==> src/rtl/bfp_normalize_16.sv <==
`default_nettype none
// ============================================================================
//  Module      : bfp_normalize_16
//  Description : Block-floating-point normaliser for the FFT datapath. Delays
//                each 16-sample block until its min leading-sign-bit count
//                arrives from the detector, left-shifts every sample by a
//                guarded/clamped common amount, tags the block with the shift
//                and tracks the minimum shift across each FFT frame.
//  Revision    : 1.0 - initial release
// ============================================================================
module bfp_normalize_16 #(
    parameter int DATA_WIDTH       = 16,
    parameter int LZC_WIDTH        = 5,
    parameter int MIN_LAT          = 1,   // detector pipe depth, must be >= 1
    parameter int GUARD_BITS       = 1,
    parameter int MAX_SHIFT        = 15,  // must be <= DATA_WIDTH-1
    parameter int BLOCKS_PER_FRAME = 4
) (
    input  logic                         clk,
    input  logic                         rstn,
    input  logic                         i_en,
    input  logic                         i_frame_clr,
    input  logic                         i_in_valid,
    input  logic signed [DATA_WIDTH-1:0] i_in_data [0:15],
    input  logic [LZC_WIDTH-1:0]         i_min_lzc,
    output logic                         o_out_valid,
    output logic signed [DATA_WIDTH-1:0] o_out_data [0:15],
    output logic [LZC_WIDTH-1:0]         o_out_shift,
    output logic                         o_out_last,
    output logic [LZC_WIDTH-1:0]         o_frame_shift,
    output logic                         o_frame_shift_valid
);

    localparam int CNT_W = (BLOCKS_PER_FRAME > 1) ? $clog2(BLOCKS_PER_FRAME) : 1;

    localparam logic [LZC_WIDTH-1:0] c_guard    = LZC_WIDTH'(GUARD_BITS);
    localparam logic [LZC_WIDTH-1:0] c_max      = LZC_WIDTH'(MAX_SHIFT);
    localparam logic [CNT_W-1:0]     c_last_cnt = CNT_W'(BLOCKS_PER_FRAME - 1);

    // Delay line: stage MIN_LAT-1 lines up with the detector's min_lzc
    logic                         r_dl_valid [0:MIN_LAT-1];
    logic signed [DATA_WIDTH-1:0] r_dl_data  [0:MIN_LAT-1][0:15];

    // Output stage registers
    logic                         r_out_valid;
    logic signed [DATA_WIDTH-1:0] r_out_data [0:15];
    logic [LZC_WIDTH-1:0]         r_out_shift;
    logic                         r_out_last;
    logic                         r_frame_shift_valid;

    // Frame tracking state
    logic [CNT_W-1:0]             r_blk_cnt;
    logic [LZC_WIDTH-1:0]         r_frame_min;
    logic [LZC_WIDTH-1:0]         r_frame_shift;

    logic                         w_al_valid;
    logic [LZC_WIDTH-1:0]         w_s_guarded;
    logic [LZC_WIDTH-1:0]         w_shift;
    logic [LZC_WIDTH-1:0]         w_min_s;
    logic                         w_count;
    logic                         w_is_last;
    logic signed [DATA_WIDTH-1:0] w_shifted [0:15];

    assign w_al_valid = r_dl_valid[MIN_LAT-1];

    // Guard headroom first, then clamp; the clamp also covers LZC values the
    // detector should never produce for a DATA_WIDTH-bit sample.
    assign w_s_guarded = (i_min_lzc > c_guard) ? (i_min_lzc - c_guard) : '0;
    assign w_shift     = (w_s_guarded > c_max) ? c_max : w_s_guarded;

    // frame_clr wins over a coincident valid block: it still goes out, uncounted
    assign w_count   = w_al_valid & ~i_frame_clr;
    assign w_is_last = w_count & (r_blk_cnt == c_last_cnt);
    assign w_min_s   = (w_shift < r_frame_min) ? w_shift : r_frame_min;

    // Per-lane barrel shift; the LZC guarantees no significant bits are lost
    generate
        for (genvar gi = 0; gi < 16; gi++) begin : g_lane
            assign w_shifted[gi] = r_dl_data[MIN_LAT-1][gi] <<< w_shift;
        end
    endgenerate

    // Delay line advances only on enable so it stays in step with the detector
    always_ff @(posedge clk or negedge rstn) begin
        if (!rstn) begin
            for (int k = 0; k < MIN_LAT; k++) begin
                r_dl_valid[k] <= 1'b0;
                for (int j = 0; j < 16; j++) begin
                    r_dl_data[k][j] <= '0;
                end
            end
        end else if (i_en) begin
            r_dl_valid[0] <= i_in_valid;
            r_dl_data[0]  <= i_in_data;
            for (int k = 1; k < MIN_LAT; k++) begin
                r_dl_valid[k] <= r_dl_valid[k-1];
                r_dl_data[k]  <= r_dl_data[k-1];
            end
        end
    end

    // Output register: normalised samples, applied shift and frame tags
    always_ff @(posedge clk or negedge rstn) begin
        if (!rstn) begin
            r_out_valid         <= 1'b0;
            r_out_shift         <= '0;
            r_out_last          <= 1'b0;
            r_frame_shift_valid <= 1'b0;
            for (int j = 0; j < 16; j++) begin
                r_out_data[j] <= '0;
            end
        end else if (i_en) begin
            r_out_valid         <= w_al_valid;
            r_out_shift         <= w_shift;
            r_out_data          <= w_shifted;
            r_out_last          <= w_is_last;
            r_frame_shift_valid <= w_is_last;
        end
    end

    // Frame counter and running minimum shift; frame_shift holds between frames
    always_ff @(posedge clk or negedge rstn) begin
        if (!rstn) begin
            r_blk_cnt     <= '0;
            r_frame_min   <= c_max;
            r_frame_shift <= '0;
        end else if (i_en) begin
            if (i_frame_clr) begin
                r_blk_cnt   <= '0;
                r_frame_min <= c_max;
            end else if (w_al_valid) begin
                if (w_is_last) begin
                    r_blk_cnt     <= '0;
                    r_frame_shift <= w_min_s;
                    r_frame_min   <= c_max;
                end else begin
                    r_blk_cnt   <= r_blk_cnt + CNT_W'(1);
                    r_frame_min <= w_min_s;
                end
            end
        end
    end

    assign o_out_valid         = r_out_valid;
    assign o_out_data          = r_out_data;
    assign o_out_shift         = r_out_shift;
    assign o_out_last          = r_out_last;
    assign o_frame_shift       = r_frame_shift;
    assign o_frame_shift_valid = r_frame_shift_valid;

endmodule
`default_nettype wire

==> config.mk <==
export PLATFORM = sky130hd
export DESIGN_NAME = bfp_normalize_16
export DESIGN_NICKNAME = d
export VERILOG_FILES = /design/src/rtl/bfp_normalize_16.sv
export SDC_FILE = /design/constraint.sdc
export NUM_CORES = 1
export LEC_CHECK = 0
export ABC_AREA = 1
export CELL_PAD_IN_SITES_DETAIL_PLACEMENT = 0
export CELL_PAD_IN_SITES_GLOBAL_PLACEMENT = 1
export CORE_ASPECT_RATIO = 1.25
export CORE_MARGIN = 2
export CORE_UTILIZATION = 24
export CTS_CLUSTER_DIAMETER = 100
export CTS_CLUSTER_SIZE = 16
export DETAILED_ROUTE_END_ITERATION = 8
export PLACE_DENSITY = 0.66
export SYNTH_ARGS = -nofsm -noshare
export SYNTH_HDL_FRONTEND = slang
export SYNTH_SLANG_ARGS = --single-unit
==> constraint.sdc <==
create_clock -name clk -period 2.6 [get_ports clk]
set_clock_uncertainty 0.05 [all_clocks]
set_input_delay 0.26 -clock clk [delete_from_list [all_inputs] [get_ports clk]]
set_output_delay 0.26 -clock clk [all_outputs]
set_load 0.01 [all_outputs]
==> results.py, run 1 <==
metrics = {
    "grt": {
        "grt_pass1_wl_mm": 210,
        "antenna_found_initial": 52,
        "track_usage_pct": 22.9,
        "grt_pass1_vias": 29200,
        "gr-total-overflow": 0,
        "grt_max_degree": 134,
    },
    "logic_synthesis": {
        "ys_async_sr_fraction_pct": 100,
        "synth-edff-count": 0,
        "synth.top_cells.by_count": "nand2_1 (2007), nand3_1 (979), dfrtp_1 (528)",
        "synth_cell_types": 28,
        "yosysTopAreaCell": "dfrtp_1",
        "synth_top_area_share_pct": 45.3,
        "syn_area_mm2": 0.0292,
        "synthCells": 4212,
        "syn_nets": 4485,
        "postSynthAreaPerCell_um2": 6.93,
        "synth_ff_type": "dfrtp_1",
        "yosys_warnings": 0,
        "synth.most_common_cell": "nand2_1",
        "synth-seq-cells": 532,
        "ys_seq_area_share_pct": 45.6,
        "synth_area_leaders": "dfrtp_1 (45%), nand2_1 (26%), nand3_1 (17%)",
    },
    "routing": {
        "first_iter_violations": 3345,
        "vias": 31000,
        "ant_nets": 0,
        "wl_mm": 145,
        "viasPerCell": 4.88,
        "dr.pass1.iters": 6,
        "drc": 0,
        "wl_per_cell_um": 22.9,
    },
    "power": {
        "p_sw_share_pct": 35.7,
        "p_per_area_mw_per_mm2": 591,
        "p_leak_nw": 19.0,
        "vdd_drop_max_mv": 0.381,
        "seq_power_share_pct": 43.0,
        "finalPower_mw": 23.2,
        "p_clk_share_pct": 26.4,
        "p_switching_mw": 8.26,
        "p_comb_share_pct": 30.5,
        "internal_power_mw": 14.9,
    },
    "timing": {
        "period_share_pct": 87.2,
        "clock.fmax_mhz": 441,
        "setup_violations": 0,
        "tightest_slew_ns": 0.688,
        "tns_ns": 0,
        "rsz0062_at_grt": "false",
        "period_needed_ns": 2.27,
        "max-slew-margin-rel_pct": 54.1,
        "hold_violations": 0,
        "slew_viol_final": 0,
    },
    "setup_path": {
        "crit_path_max_fanout": 31,
        "cp-start-kind": "primary input",
        "required_ns": 3.04,
        "endpoint_kind": "register",
        "critPathKind": "in -> reg",
        "cp_data_arrival_time_ns": 2.71,
    },
    "layout": {
        "layout-drive-gt1-share_pct": 6.76,
        "finalNetCount": 4998,
        "syn_to_final_growth_pct": 34.3,
        "nFillCells": 13200,
        "postLayoutCoreUtil_pct": 32.3,
    },
    "clock_tree": {
        "clk_pin_slew_ns": 0.08,
        "root_buffer": "clkbuf_16",
        "clkLatencyLatePin_ns": 0.62,
        "cts_buffers": 39,
        "clockBufferDepth": 3,
        "h-tree-depth": 2,
        "cts_tree": "built",
        "clock_sinks": 532,
    },
    "floorplan": {
        "die_w_um": 316,
        "initial_core_util_pct": 24.1,
        "fp.coreArea_mm2": 0.121,
        "die-area_mm2": 0.124,
        "rows": 143,
        "dieHeight_um": 394,
        "io_pins": 535,
    },
    "placed_design": {
        "dp_hpwl_mm": 110,
        "port_buffers": 534,
        "gp_congestion": 0.908,
    },
    "min_path": {
        "min-delay-path-class": "in -> async",
    },
    "flow_run": {
        "maxCapViolations": 0,
    },
    "outcome": {
        "status": "finished, final reports clean",
    },
}
==> area by class of cell <==
cell class,instances,area [um2],share of cell area (%)
Sequential cell,532,13300,34.0
Timing Repair Buffer,777,8050,20.6
Antenna cell,19,47.5,0.121
Inverter,52,211,0.540
Tap cell,1595,2000,5.09
Multi-Input combinational cell,3323,14500,36.9
Clock buffer,49,1070,2.72
Clock inverter,2,13.8,0.0351
==> critical path: stages <==
cell,delay (ns)
clkdlybuf4s50_1,0.55
nor3_1,0.08
o21ai_0,0.45
nor2_4,0.06
clkinv_2,0.06
buf_4,0.53
buf_4,0.35
nand3_1,0.16
nand2_1,0.11
nand2_1,0.05
==> cell usage in the layout (no fill, tap or decap), drive strengths merged, types with 49 or more instances in the layout <==
master / instances
inv: 51
buf: 243
o21ai: 172
dfrtp: 528
clkdlybuf4s50: 530
nand3: 979
clkbuf: 49
nor2: 59
nand2: 2015
o31ai: 64
==> per-stage QoR <==
| stage | instance area, um2 | hold WS [ns] | cells | setup slack [ns] |
|---|---|---|---|---|
| floorplan | 29200 | -0.0856 | 4212 | 0.0380 |
| global placement | 38000 | 0.188 | 6276 | -0.442 |
| detailed placement | 38000 | 0.192 | 6276 | -0.476 |
| CTS | 39100 | 0.0817 | 6329 | 0.171 |
| global route | 39200 | 0.115 | 6343 | 0.0865 |
| finish | 39200 | 0.118 | 6349 | 0.333 |
==> layer usage <==
metal | wire length [um] | global-route usage, % | vias up
li1 | - | - | 14800
met1 | 66200 | 32.8 | 14700
met2 | 58300 | 30.8 | 1191
met3 | 15100 | 8.10 | 216
met4 | 5410 | 9.14 | 52
met5 | 320 | 0 | -
==> logic make-up after synthesis <==
logic type,synth area share (%)
buffers and inverters,5.18
adder cells (fa/ha/maj),0.300
AND/OR/NAND/NOR,43.7
AO/OA/AOI/OAI,5.15
flip-flops,45.6
other,0.0129
==> registers in the layout (all words and copies together) (netlist names) <==
register             cells
o_out_data             256
r_dl_data              256
r_frame_min              5
o_frame_shift            5
o_out_shift              5
o_out_valid              1
r_dl_valid               1
o_frame_shift_valid      1
r_blk_cnt                2
==> what timing repair did <==
action,in CTS,in global routing
hold buffers,2,0
setup buffers,0,0
endpoints found under the hold margin,258,0
resized for setup,0,10
setup endpoints to repair,0,10
==> final timing paths <==
check	slack [ns]	start	to	cells after the start
max	0.33	i_min_lzc[2]	o_out_data[47]	10
min	0.12	rstn	r_dl_data[221]	2
max reg2reg	0.59	r_frame_min[2]	o_frame_shift[4]	9
min reg2reg	0.43	r_blk_cnt[0]	r_blk_cnt[0]	1
max in group asynchronous	1.49	rstn	o_out_data[2]	4
min in group clk	0.12	i_in_data[181]	r_dl_data[181]	3
==> power by group through the flow <==
stage / Combinational [mW] / Sequential, mW / Clock, mW
finish: 7.07 / 9.96 / 6.12
global route: 7.77 / 10.1 / 6.57
CTS: 7.07 / 9.95 / 6.33
detailed placement: 7.05 / 10.1 / 0
global placement: 7.02 / 10.1 / 0
floorplan: 3.19 / 9.97 / 0
(Power assumes the default switching activity.)
==> run 2: changes to the inputs <==
Settings changed: CORE_ASPECT_RATIO 1.25 to 1.4, PLACE_DENSITY 0.66 to 0.63.
==> run 2 against run 1 <==
Sequential cell count unchanged. Maximum frequency down 8.0%. Hold slack lost 0.061 ns. Sequential share of layout area down 0.53 points. Critical path depth rose by 6. Final area rose by 1.6%. Clock power grew 2%. Combinational power up 2.8%. Sequential power is essentially flat. First-iteration DRC count decreased by 2.2%. Register-to-register slack gained 0.02 ns.
==> results.py, run 2 (same netlist as run 1, synthesis figures left out) <==
metrics = {
    "layout": {
        "stdcell_area_mm2": 0.0398,
        "final_common_cell": "nand2_1",
        "postLayoutCoreUtil_pct": 33.0,
        "most-common-layout-cells": "nand2_1 (2007), nand3_1 (978), clkdlybuf4s50_1 (532)",
        "fin_cells": 6407,
        "finalNetCount": 5047,
        "syn_to_final_growth_pct": 36.4,
        "layout-drive-gt1-share_pct": 7.71,
    },
    "outcome": {
        "status": "finished, final reports clean",
    },
    "setup_path": {
        "crit_chain": "clkdlybuf4s50_1 -> inv_1 -> ha_1 -> buf_4 -> a21oi_1 -> o21ai_1 -> nand2_8 -> inv_6 -> ha_1 -> a21oi_1 -> nor2_1 -> a211oi_2 -> nand2_1 -> buf_4 -> nand2_1 -> o21ai_0",
        "r2r-start": "r_frame_min[2]",
        "path_delay_family": "buffers and inverters",
        "endpoint_kind": "register",
        "required_ns": 3.02,
        "r2r_setup_slack_ns": 0.61,
        "cp-start-kind": "primary input",
        "critical_path_depth": 16,
        "cpMaxStageDelayCell": "clkdlybuf4s50_1",
        "crit_path_max_fanout": 4,
        "slowest_delay_ns": 0.53,
        "r2r_end": "o_frame_shift[4]",
        "r2r_cells": 9,
        "critPathKind": "in -> reg",
        "cp_data_arrival_time_ns": 2.88,
        "path_buf_inv": 5,
    },
    "flow_run": {
        "maxCapViolations": 0,
    },
    "floorplan": {
        "rows": 151,
        "fp.coreArea_mm2": 0.121,
        "die_w_um": 299,
        "initial_core_util_pct": 24.2,
        "die-area_mm2": 0.124,
        "io_pins": 535,
        "dieHeight_um": 417,
    },
    "routing": {
        "ant_nets": 0,
        "vias": 31200,
        "wl_per_cell_um": 22.8,
        "wl_mm": 146,
        "drc": 0,
        "first_iter_violations": 3270,
        "viasPerCell": 4.87,
        "dr.pass1.iters": 6,
    },
    "placed_design": {
        "gp_congestion": 0.875,
        "place_ws_ns": -0.469,
        "port_buffers": 534,
        "placed_cell_area_mm2": 0.0386,
        "dp_hpwl_mm": 111,
        "placed_cells_incl_taps": 6335,
    },
    "clock_tree": {
        "clk_pin_slew_ns": 0.08,
        "h-tree-depth": 2,
        "cts_tree": "built",
        "cts_buffers": 40,
        "clkLatencyLatePin_ns": 0.63,
        "root_buffer": "clkbuf_16",
        "clock_sinks": 532,
        "clockBufferDepth": 3,
    },
    "timing": {
        "period_share_pct": 94.7,
        "tightest_slew_ns": 0.768,
        "hold_violations": 0,
        "tns_ns": 0,
        "period_needed_ns": 2.46,
        "fin_ws_ns": 0.137,
        "rsz0062_at_grt": "false",
        "max-slew-margin-rel_pct": 48.4,
        "holdWs_ns": 0.0569,
        "clock.fmax_mhz": 406,
        "slew_viol_final": 0,
        "setup_violations": 0,
    },
    "power": {
        "p_per_area_mw_per_mm2": 590,
        "vdd_drop_max_mv": 0.388,
        "finalPower_mw": 23.5,
        "p_leak_nw": 19.3,
    },
    "grt": {
        "antenna_found_initial": 45,
        "grt_pass1_vias": 29700,
        "track_usage_pct": 22.9,
        "grt_pass1_wl_mm": 213,
        "grt_max_degree": 135,
        "gr-total-overflow": 0,
    },
    "min_path": {
        "min-delay-path-class": "in -> async",
    },
}
==> run 2: worst reg2reg max path: stages (launching register included) <==
cell	delay [ns]
dfstp_2	0.52
inv_1	0.06
ha_1	0.31
a21oi_1	0.16
nor2_1	0.07
a211oi_2	0.22
nand2_1	0.18
buf_4	0.18
nand2_1	0.04
o21ai_0	0.07
==> run 2: worst max path at each step <==
stage	from	to	slack [ns]
2_1_floorplan	i_min_lzc[1]	r_frame_min[2]	0.04
5_1_grt	i_min_lzc[0]	r_frame_min[2]	0.004
6_report	i_min_lzc[0]	o_frame_shift[4]	0.14
3_5_place_dp	i_min_lzc[1]	r_frame_min[1]	-0.47
4_1_cts	i_min_lzc[0]	r_frame_min[1]	0.17
3_3_place_gp	i_min_lzc[1]	r_frame_min[0]	-0.54
==> run 2: power breakdown <==
part           total, mW  internal (mW)  switching [mW]
logic               7.27           3.01            4.25
registers           9.95           9.12           0.832
clock network       6.26           2.97            3.29
total               23.5           15.1            8.37
==> run 2: area by class of cell <==
| type | count | area, um2 |
|---|---|---|
| clock inverter | 7 | 77.6 |
| timing repair buffer | 825 | 8630 |
| tap | 1606 | 2010 |
| multi-input combinational | 3323 | 14500 |
| inverter | 52 | 211 |
| fill | 13100 | 80900 |
| clock buffer | 47 | 1050 |
| sequential | 532 | 13300 |
| antenna | 15 | 37.5 |
==> run 2: what timing repair did <==
action,CTS,global route
buffers inserted,0,0
endpoints found under the setup margin,0,5
endpoints found under the hold margin,237,0
hold buffers,2,0
resized for setup,0,3
==> run 2: metal layers <==
| metal | routed length (um) | vias to the layer above | track usage (%) | share of wire [%] |
|---|---|---|---|---|
| li1 | - | 14900 | - | - |
| met1 | 70200 | 14900 | 34.2 | 48 |
| met2 | 59800 | 1197 | 32.2 | 41 |
| met3 | 11700 | 189 | 5.50 | 8.0 |
| met4 | 4050 | 32 | 7.15 | 2.8 |
| met5 | 202 | - | 0 | 0.14 |
